## config.mk

```make
export PLATFORM = sky130hd
export DESIGN_NAME = multicycle_ctrl
export DESIGN_NICKNAME = d
export VERILOG_FILES = /design/src/rtl/kgp_ctrl_pkg.sv /design/src/rtl/multicycle_ctrl_branch_cond.sv /design/src/rtl/multicycle_ctrl.sv
export SDC_FILE = /design/constraint.sdc
export NUM_CORES = 1
export LEC_CHECK = 0
export ABC_CLOCK_PERIOD_IN_PS = 1310
export CAP_MARGIN = 5
export CORE_MARGIN = 2
export CORE_UTILIZATION = 26
export DETAILED_ROUTE_END_ITERATION = 16
export PLACE_DENSITY = 0.58
export SYNTH_ARGS = -nofsm -noshare
export SYNTH_HDL_FRONTEND = slang
export SYNTH_SLANG_ARGS = --single-unit
```

## constraint.sdc

```tcl
create_clock -name clk -period 1.31 [get_ports clk]
set_input_delay 0.262 -clock clk [delete_from_list [all_inputs] [get_ports clk]]
set_output_delay 0.262 -clock clk [all_outputs]
set_load 0.01 [all_outputs]
```

## src/rtl/kgp_ctrl_pkg.sv

```systemverilog
// Shared encodings for the KGP-RISC multi-cycle control path: opcode classes,
// ALU operation codes, conditional-branch function codes and FSM states.
package kgp_ctrl_pkg;

  // Opcode classes as seen in the IR opcode field
  localparam int OPC_RTYPE = 0;
  localparam int OPC_ADDI  = 1;
  localparam int OPC_COMPI = 2;
  localparam int OPC_SHIFT = 3;
  localparam int OPC_LW    = 4;
  localparam int OPC_SW    = 5;
  localparam int OPC_B     = 6;
  localparam int OPC_BCOND = 7;
  localparam int OPC_HALT  = 8;

  // Codes consumed by the ALU control decoder
  localparam logic [1:0] ALU_OP_RTYPE = 2'd0;
  localparam logic [1:0] ALU_OP_ADD   = 2'd1;
  localparam logic [1:0] ALU_OP_COMP  = 2'd2;
  localparam logic [1:0] ALU_OP_SHIFT = 2'd3;

  // Conditional-branch selectors carried in fn_code
  localparam int BR_FN_BZ   = 0;
  localparam int BR_FN_BNZ  = 1;
  localparam int BR_FN_BLTZ = 2;

  // Main control FSM states
  typedef enum logic [3:0] {
    S_FETCH    = 4'd0,
    S_DECODE   = 4'd1,
    S_EXEC     = 4'd2,
    S_MEM_ADDR = 4'd3,
    S_MEM_RD   = 4'd4,
    S_MEM_WR   = 4'd5,
    S_WB_ALU   = 4'd6,
    S_WB_MEM   = 4'd7,
    S_BRANCH   = 4'd8,
    S_HALT     = 4'd9,
    S_ILLEGAL  = 4'd10
  } state_t;

endpackage

```

## src/rtl/multicycle_ctrl_branch_cond.sv

```systemverilog
// Branch-taken decision: unconditional branches always taken, conditional
// branches select zero / not-zero / negative from fn_code, anything else not taken.
module branch_cond
  import kgp_ctrl_pkg::*;
#(
  parameter int OPC_W = 6,
  parameter int FN_W  = 5
) (
  input  logic [OPC_W-1:0] opcode,
  input  logic [FN_W-1:0]  fn_code,
  input  logic             zero_flag,
  input  logic             sign_flag,
  output logic             taken
);

  // Resolve the taken decision from the branch flavour and ALU flags
  always_comb begin
    taken = 1'b0;
    if (opcode == OPC_W'(OPC_B)) begin
      taken = 1'b1;
    end else if (opcode == OPC_W'(OPC_BCOND)) begin
      if (fn_code == FN_W'(BR_FN_BZ))        taken = zero_flag;
      else if (fn_code == FN_W'(BR_FN_BNZ))  taken = ~zero_flag;
      else if (fn_code == FN_W'(BR_FN_BLTZ)) taken = sign_flag;
      else                                   taken = 1'b0;
    end
  end

endmodule

```

## src/rtl/multicycle_ctrl.sv

```systemverilog
// Multi-cycle main control FSM for the KGP-RISC core. Sequences fetch, decode,
// execute, memory and writeback over a shared ALU, register file and memory port.
// Datapath controls are decoded from the registered state; only the FETCH
// PC/IR strobes additionally look at mem_ready.
module multicycle_ctrl
  import kgp_ctrl_pkg::*;
#(
  parameter int OPC_W = 6,
  parameter int FN_W  = 5
) (
  input  logic             clk,
  input  logic             rst,
  input  logic [OPC_W-1:0] opcode,
  input  logic [FN_W-1:0]  fn_code,
  input  logic             zero_flag,
  input  logic             sign_flag,
  input  logic             mem_ready,
  output logic             mem_req,
  output logic             mem_we,
  output logic             pc_write,
  output logic             pc_branch,
  output logic             ir_write,
  output logic [1:0]       alu_op,
  output logic             alu_src_imm,
  output logic             reg_write,
  output logic             mem_to_reg,
  output logic             halted,
  output logic             illegal
);

  state_t     state;
  logic       br_taken;
  logic [1:0] cls_alu_op;
  logic       cls_imm;
  logic       cls_alu;

  branch_cond #(
    .OPC_W (OPC_W),
    .FN_W  (FN_W)
  ) u_branch_cond (
    .opcode    (opcode),
    .fn_code   (fn_code),
    .zero_flag (zero_flag),
    .sign_flag (sign_flag),
    .taken     (br_taken)
  );

  // Classify the ALU-type opcodes: operation code and immediate-operand select
  always_comb begin
    cls_alu_op = ALU_OP_RTYPE;
    cls_imm    = 1'b0;
    cls_alu    = 1'b0;
    if (opcode == OPC_W'(OPC_RTYPE)) begin
      cls_alu = 1'b1;
    end else if (opcode == OPC_W'(OPC_ADDI)) begin
      cls_alu    = 1'b1;
      cls_alu_op = ALU_OP_ADD;
      cls_imm    = 1'b1;
    end else if (opcode == OPC_W'(OPC_COMPI)) begin
      cls_alu    = 1'b1;
      cls_alu_op = ALU_OP_COMP;
      cls_imm    = 1'b1;
    end else if (opcode == OPC_W'(OPC_SHIFT)) begin
      cls_alu    = 1'b1;
      cls_alu_op = ALU_OP_SHIFT;
      cls_imm    = 1'b1;
    end
  end

  // State register and transitions; reset wins over everything, including memory waits
  always_ff @(posedge clk) begin
    if (!rst) begin
      state <= S_FETCH;
    end else begin
      case (state)
        S_FETCH:    if (mem_ready) state <= S_DECODE;
        S_DECODE: begin
          if (cls_alu)                                                    state <= S_EXEC;
          else if (opcode == OPC_W'(OPC_LW) || opcode == OPC_W'(OPC_SW))  state <= S_MEM_ADDR;
          else if (opcode == OPC_W'(OPC_B) || opcode == OPC_W'(OPC_BCOND)) state <= S_BRANCH;
          else if (opcode == OPC_W'(OPC_HALT))                            state <= S_HALT;
          else                                                            state <= S_ILLEGAL;
        end
        S_EXEC:     state <= S_WB_ALU;
        S_WB_ALU:   state <= S_FETCH;
        S_MEM_ADDR: state <= (opcode == OPC_W'(OPC_SW)) ? S_MEM_WR : S_MEM_RD;
        S_MEM_RD:   if (mem_ready) state <= S_WB_MEM;
        S_WB_MEM:   state <= S_FETCH;
        S_MEM_WR:   if (mem_ready) state <= S_FETCH;
        S_BRANCH:   state <= S_FETCH;
        S_HALT:     state <= S_HALT;
        S_ILLEGAL:  state <= S_ILLEGAL;
        default:    state <= S_FETCH;
      endcase
    end
  end

  // Datapath controls decoded from the current state
  always_comb begin
    mem_req     = 1'b0;
    mem_we      = 1'b0;
    pc_write    = 1'b0;
    pc_branch   = 1'b0;
    ir_write    = 1'b0;
    alu_op      = ALU_OP_RTYPE;
    alu_src_imm = 1'b0;
    reg_write   = 1'b0;
    mem_to_reg  = 1'b0;
    halted      = 1'b0;
    illegal     = 1'b0;
    case (state)
      S_FETCH: begin
        mem_req  = 1'b1;
        pc_write = mem_ready;
        ir_write = mem_ready;
      end
      S_EXEC: begin
        alu_op      = cls_alu_op;
        alu_src_imm = cls_imm;
      end
      S_WB_ALU: begin
        alu_op      = cls_alu_op;
        alu_src_imm = cls_imm;
        reg_write   = 1'b1;
      end
      S_MEM_ADDR: begin
        alu_op      = ALU_OP_ADD;
        alu_src_imm = 1'b1;
      end
      S_MEM_RD: begin
        mem_req     = 1'b1;
        alu_op      = ALU_OP_ADD;
        alu_src_imm = 1'b1;
      end
      S_MEM_WR: begin
        mem_req     = 1'b1;
        mem_we      = 1'b1;
        alu_op      = ALU_OP_ADD;
        alu_src_imm = 1'b1;
      end
      S_WB_MEM: begin
        reg_write  = 1'b1;
        mem_to_reg = 1'b1;
      end
      S_BRANCH: begin
        alu_op    = ALU_OP_RTYPE;
        pc_branch = br_taken;
      end
      S_HALT:    halted  = 1'b1;
      S_ILLEGAL: illegal = 1'b1;
      default: begin
        mem_req = 1'b0;
      end
    endcase
  end

endmodule

```

Yosys cells after proc, flatten, opt, wreduce, memory -nomap -nowiden
Index checks and enable logic that the tools add are counted.

Bits in registers: 4. Word-level logic and storage cells: 68. Input port bits: 16.

Reductions and logical operators: 10. Bitwise gates (word level): 1. Muxes and demuxes: 33. Equal/unequal tests: 23.

Operator list (number): 4-bit case mux with 8 select lines (1); 6-bit by 3-bit equality test with 1-bit output, second input constant (4); 4-bit two-way mux (5); 1-bit two-way mux (19); 4-bit by 3-bit equality test with 1-bit output, second input constant (4); 4-bit equality test, second input constant (3); 6-bit by 2-bit equality test with 1-bit output, second input constant (2); 2-bit two-way mux (6); 4-bit by 2-bit equality test with 1-bit output, second input constant (2); 6-bit by 1-bit equality test with 1-bit output, second input constant (1); 6-bit by 4-bit equality test with 1-bit output, second input constant (1); 6-bit logical NOT (1); 2-bit != test, second input constant (3); 3-bit OR reduction (2); 5-bit by 1-bit equality test with 1-bit output, second input constant (1); 5-bit by 2-bit equality test with 1-bit output, second input constant (1); 5-bit logical NOT (1); 4-bit by 1-bit equality test with 1-bit output, second input constant (1); 4-bit logical NOT (1); 2-bit case mux with 2 select lines (1); 2-bit OR reduction (2); 3-bit AND reduction (1); 1-bit logical OR (2); 1-bit case mux with 2 select lines (1); 1-bit NOT (1).

Longest topological paths before layout
Depth after elaboration: 7. Gate-level depth with buffers: 5. Depth with buffers taken out: 4.

Cells and area by module
Synthesis repeated with hierarchy kept, for this count alone.

Cell total of the unflattened synthesis: 73. Area, all modules: 536.8 um^2.

Modules (own cells, without submodules): multicycle_ctrl (area each 475.5 um^2, seq. area each 80.1 um^2, cells an instance 65, instances 1); branch_cond (area each 61.3 um^2, seq. area each 0.0 um^2, cells an instance 8, instances 1).

Worst setup path before layout
OpenSTA, ideal clock, no wires.

Path type: input-to-output. From: in opcode[5]. To: out alu_src_imm. Data required time: 1.048 ns. Slack: -0.082 ns. Stages on the path: 4. Path buffers: 0. Arrival: 1.130 ns. Cell sequence: or2_4 > nor4b_2 > o21ai_0 > a21oi_1.

Cells in the longest elaborated chain, start to end: 6. Elaborated cells between the ends (all ways): 9. Those cells by class: eq/ne: 3; mux: 5; reduce/logical: 1.

Ends and longest elaborated chain: start: declaration (RTL line multicycle_ctrl.sv:13) `input logic [OPC_W-1:0] opcode,`; 6-bit by 2-bit equality test with 1-bit output (RTL line multicycle_ctrl.sv:63) `end else if (opcode == OPC_W'(OPC_SHIFT)) begin`; 1-bit two-way mux (RTL line multicycle_ctrl.sv:63); 1-bit two-way mux (RTL line multicycle_ctrl.sv:59) `end else if (opcode == OPC_W'(OPC_COMPI)) begin`; 1-bit two-way mux (RTL line multicycle_ctrl.sv:55) `end else if (opcode == OPC_W'(OPC_ADDI)) begin`; 1-bit two-way mux (*) (RTL line multicycle_ctrl.sv:53) `if (opcode == OPC_W'(OPC_RTYPE)) begin`; 1-bit case mux with 2 select lines (*) (RTL line multicycle_ctrl.sv:111) `case (state)`; end: declaration (RTL line multicycle_ctrl.sv:24) `output logic alu_src_imm,`.

Mark *: on every way between the ends. The rest lies on a longest branch, timed or not.

Final worst setup path
From: reg state[1]. To: out alu_src_imm.

Cells in the longest elaborated chain, start to end: 3. Elaborated cells between the ends (all ways): 8. Those cells by class: eq/ne: 5; mux: 1; reduce/logical: 2.

Ends and longest elaborated chain: start: declaration (RTL line multicycle_ctrl.sv:31) `state_t state;`; start signal: assignment (RTL line multicycle_ctrl.sv:86) `S_MEM_ADDR: state <= (opcode == OPC_W'(OPC_SW)) ? S_MEM_WR : S_MEM_RD;`; 4-bit by 3-bit equality test with 1-bit output or 4-bit by 2-bit equality test with 1-bit output (tied branches) (RTL line multicycle_ctrl.sv:111); 3-bit OR reduction (no line) or 2-bit OR reduction (tied branches); 1-bit case mux with 2 select lines (*) (RTL line multicycle_ctrl.sv:111).

Marks and branches as above.

==> impl_metrics.csv <==
group,metric,value,unit
worst_hold_path,holdCritPathClass,"input port to flip-flop",
finish,final_area,1170,sq um
detailed_routing,drt_drc_violations_left,0,
synth,avgSynthCellArea,7.07,sq um
detailed_routing,drt-met1-wl,881,um
critical_path,cp.arrival,1.35,ns
timing,holdWs,0.656,ns
pwr,clock_power_share,9.5,%
pwr,seq_power_share,14.0,%
pwr,cellLeakagePower,0.544,nW
timing,fin_crit_sh,123,%
synth,yosysTopAreaCell,"dfxtp_1",
finish,final_common_cell,"buf_4",
run_status,failed_checks,"setup timing",
critical_path,setup.worst_path.start_class,"flip-flop",
placement,gp_congestion,0.784,
floorplanning,dieWidth,47.9,um
pwr,comb_power_share,76.5,%
cts,path_clk_slew,0.04,ns
cts,root_buffer,"clkbuf_4",
global_route,grt_pass1_wl,2.95,mm
cts,cts_max_level,1,
timing,clock.fmax,620,MHz
finish,insertedDiodeCount,0,
finish,top_regs,"state: 4 flops",
timing,rsz0062_at_grt,"true",
synth,synthCells,71,
global_route,grt_usage,19.9,%
detailed_routing,wl_met2,1.03,mm
floorplanning,start_util,28.4,%
pwr,worst_ir_drop_vdd,1360,uV
timing,fin_ws,-0.303,ns
timing,finalSetupViolations,14,
pwr,p_int,0.00103,W
pwr,swShare,40.1,%
finish,fill_cells,155,
finish,final_cell_mix,"28 x buf_4, 12 x buf_2, 7 x clkdlybuf4s50_1, 7 x buf_6",
global_route,grt_overflow_total,0,
detailed_routing,first_pass_iters,4,
global_route,grt_pass1_vias,668,
run_status,status,"finished, violations left",
global_route,antenna_found_initial,0,
cts,cts.sinks,4,
floorplanning,die_h,47.9,um
placement,detailed_place_hpwl,1.38,mm
placement,portBuffers,27,
cts,cts.path.max_buffers,2,
synth,ys.flop_type,"dfxtp_1",
synth,synth_edf_count,0,
critical_path,path_class,"flip-flop to output port",
placement,dpl_cell_area,976,sq um
timing,drv_slew,0,
critical_path,cp_max_fo,3,
detailed_routing,antenna_left,0,
floorplanning,io_pins,28,
cts,cts-hold-fix-buffers,0,
synth,yosys.area.top_type_share,16.0,%
floorplanning,die_area,2300,sq um
finish,regMostFlops,"state",
synth,synth_warnings,0,
cts,clock_latency,0.25,ns
finish,multi_input_area,529,sq um
timing,skew,0.00274,ns
synth,synthTopCellsByArea,"dfxtp_1 16%, a21oi_1 7.0%, nand2b_1 6.2%, nor3_1 6.0%, nor2b_1 5.0%",
pwr,p_sw,0.000690,W
finish,fin_nets,148,
timing,tightest_slew,0.260,ns
synth,ys_types,34,
pwr,power_density,1460,nW/um^2
critical_path,required,1.05,ns
run,drv_cap,0,
synth,seq_area_frac_synth,16.0,%
detailed_routing,vias_per_cell,4.82,
detailed_routing,routedWlPerCell,13.0,um
finish,regArea,90.1,sq um
cts,cts_buffers,3,
critical_path,cp-end-kind,"output port",
synth,synth_area,502,sq um
timing,fin_crit,1.61,ns
finish,synthToLayoutAreaGrowth,134,%
cts,tritoncts,"built",
detailed_routing,drt-initial-drc-count,7,
global_route,grt_max_degree,13,
finish,drive_above_1_share,60.0,%
floorplanning,coreArea,1760,sq um
synth,synth_seq_cells,4,
timing,maxSlewHeadroom,82.6,%
floorplanning,rows,15,
timing,hold_violations,0,
detailed_routing,vias,747,
detailed_routing,wl_met3,70,um
finish,largest_reg_flops,4,
detailed_routing,top_layer,"met4",
synth,syn_nets,87,
detailed_routing,wirelength,2.01,mm
synth,synthArstFlopShare,0,%
placement,dp_slack,-0.982,ns
-- worst max-delay path, stage by stage, from the launching register on --
cell,delay (ns)
dfxtp_2,0.33
nor2b_4,0.15
nor4b_4,0.25
o21ai_1,0.11
a21oi_1,0.13
buf_2,0.14
-- worst paths after layout --
path / depth (start not counted) / slack (ns) / startpoint / endpoint
worst min register to register: 2 / 0.69 / state[3] / state[2]
worst max-delay path: 5 / -0.30 / state[1] / alu_src_imm
worst min-delay path: 5 / 0.66 / mem_ready / state[0]
worst max register to register: 8 / -0.10 / state[1] / state[1]
-- what timing repair did --
| action | in CTS | in global routing |
|---|---|---|
| pin swaps | 21 | 10 |
| setup endpoints to repair | 15 | 15 |
| setup buffers | 9 | 3 |
| resized for setup | 99 | 6 |
-- Yosys cell counts, drive strengths merged (2+ instances only) --
master	number
dfxtp	4
nor4b	2
o21ai	3
o22ai	2
a21o	2
nor3	6
a21oi	7
nor3b	3
nor2	4
buf	2
nand2b	5
nand2	6
nor2b	5
clkbuf	3
a31oi	2
and3b	2
-- power groups by stage --
stage / clock, W / sequential [W] / combinational (W)
final: 0.000164 / 0.000241 / 0.00132
after global routing: 0.000171 / 0.000246 / 0.00141
after CTS: 0.000173 / 0.000234 / 0.00122
after detailed placement: 0 / 0.000207 / 0.00101
after global placement: 0 / 0.000206 / 0.000992
after floorplan: 0 / 0.000209 / 0.000509
-- routing by layer --
metal,vias up,track usage (%)
met1,336,23.9
met3,3,5.66
met2,24,30.7
met5,-,0
met4,0,13.0
li1,384,-
-- kinds of logic (layout without fill, tap and decap cells) --
kind of cell | count (synthesis) | count (layout) | share of synthesized area, %
xor gates and xnor gates | 1 | 1 | 1.75
DFF | 4 | 4 | 16.0
buffers and inverters | 6 | 65 | 8.23
and+or+nand+nor | 39 | 39 | 47.1
AOI/OAI and AO/OA | 21 | 21 | 26.9
-- layout make-up --
type | count | share of cell area, %
flip-flops and latches | 4 | 7.67
well taps | 25 | 2.66
clock buffers | 3 | 1.92
multi-input cells | 61 | 45.0
repair buffers | 61 | 42.4
inverters | 1 | 0.319
-- per-stage QoR --
stage / TNS, ns / utilization (%) / std cells / total power [W]
6_report: -2.28 / 66.6 / 155 / 0.00172
5_1_grt: -3.17 / 66.6 / 155 / 0.00183
4_1_cts: -2.51 / 64.6 / 153 / 0.00163
3_5_place_dp: -8.05 / 55.3 / 142 / 0.00122
3_3_place_gp: -7.72 / 55.3 / 142 / 0.00120
2_1_floorplan: -0.0357 / - / 71 / 0.000718
No activity file was read; power rests on OpenSTA's default activity.
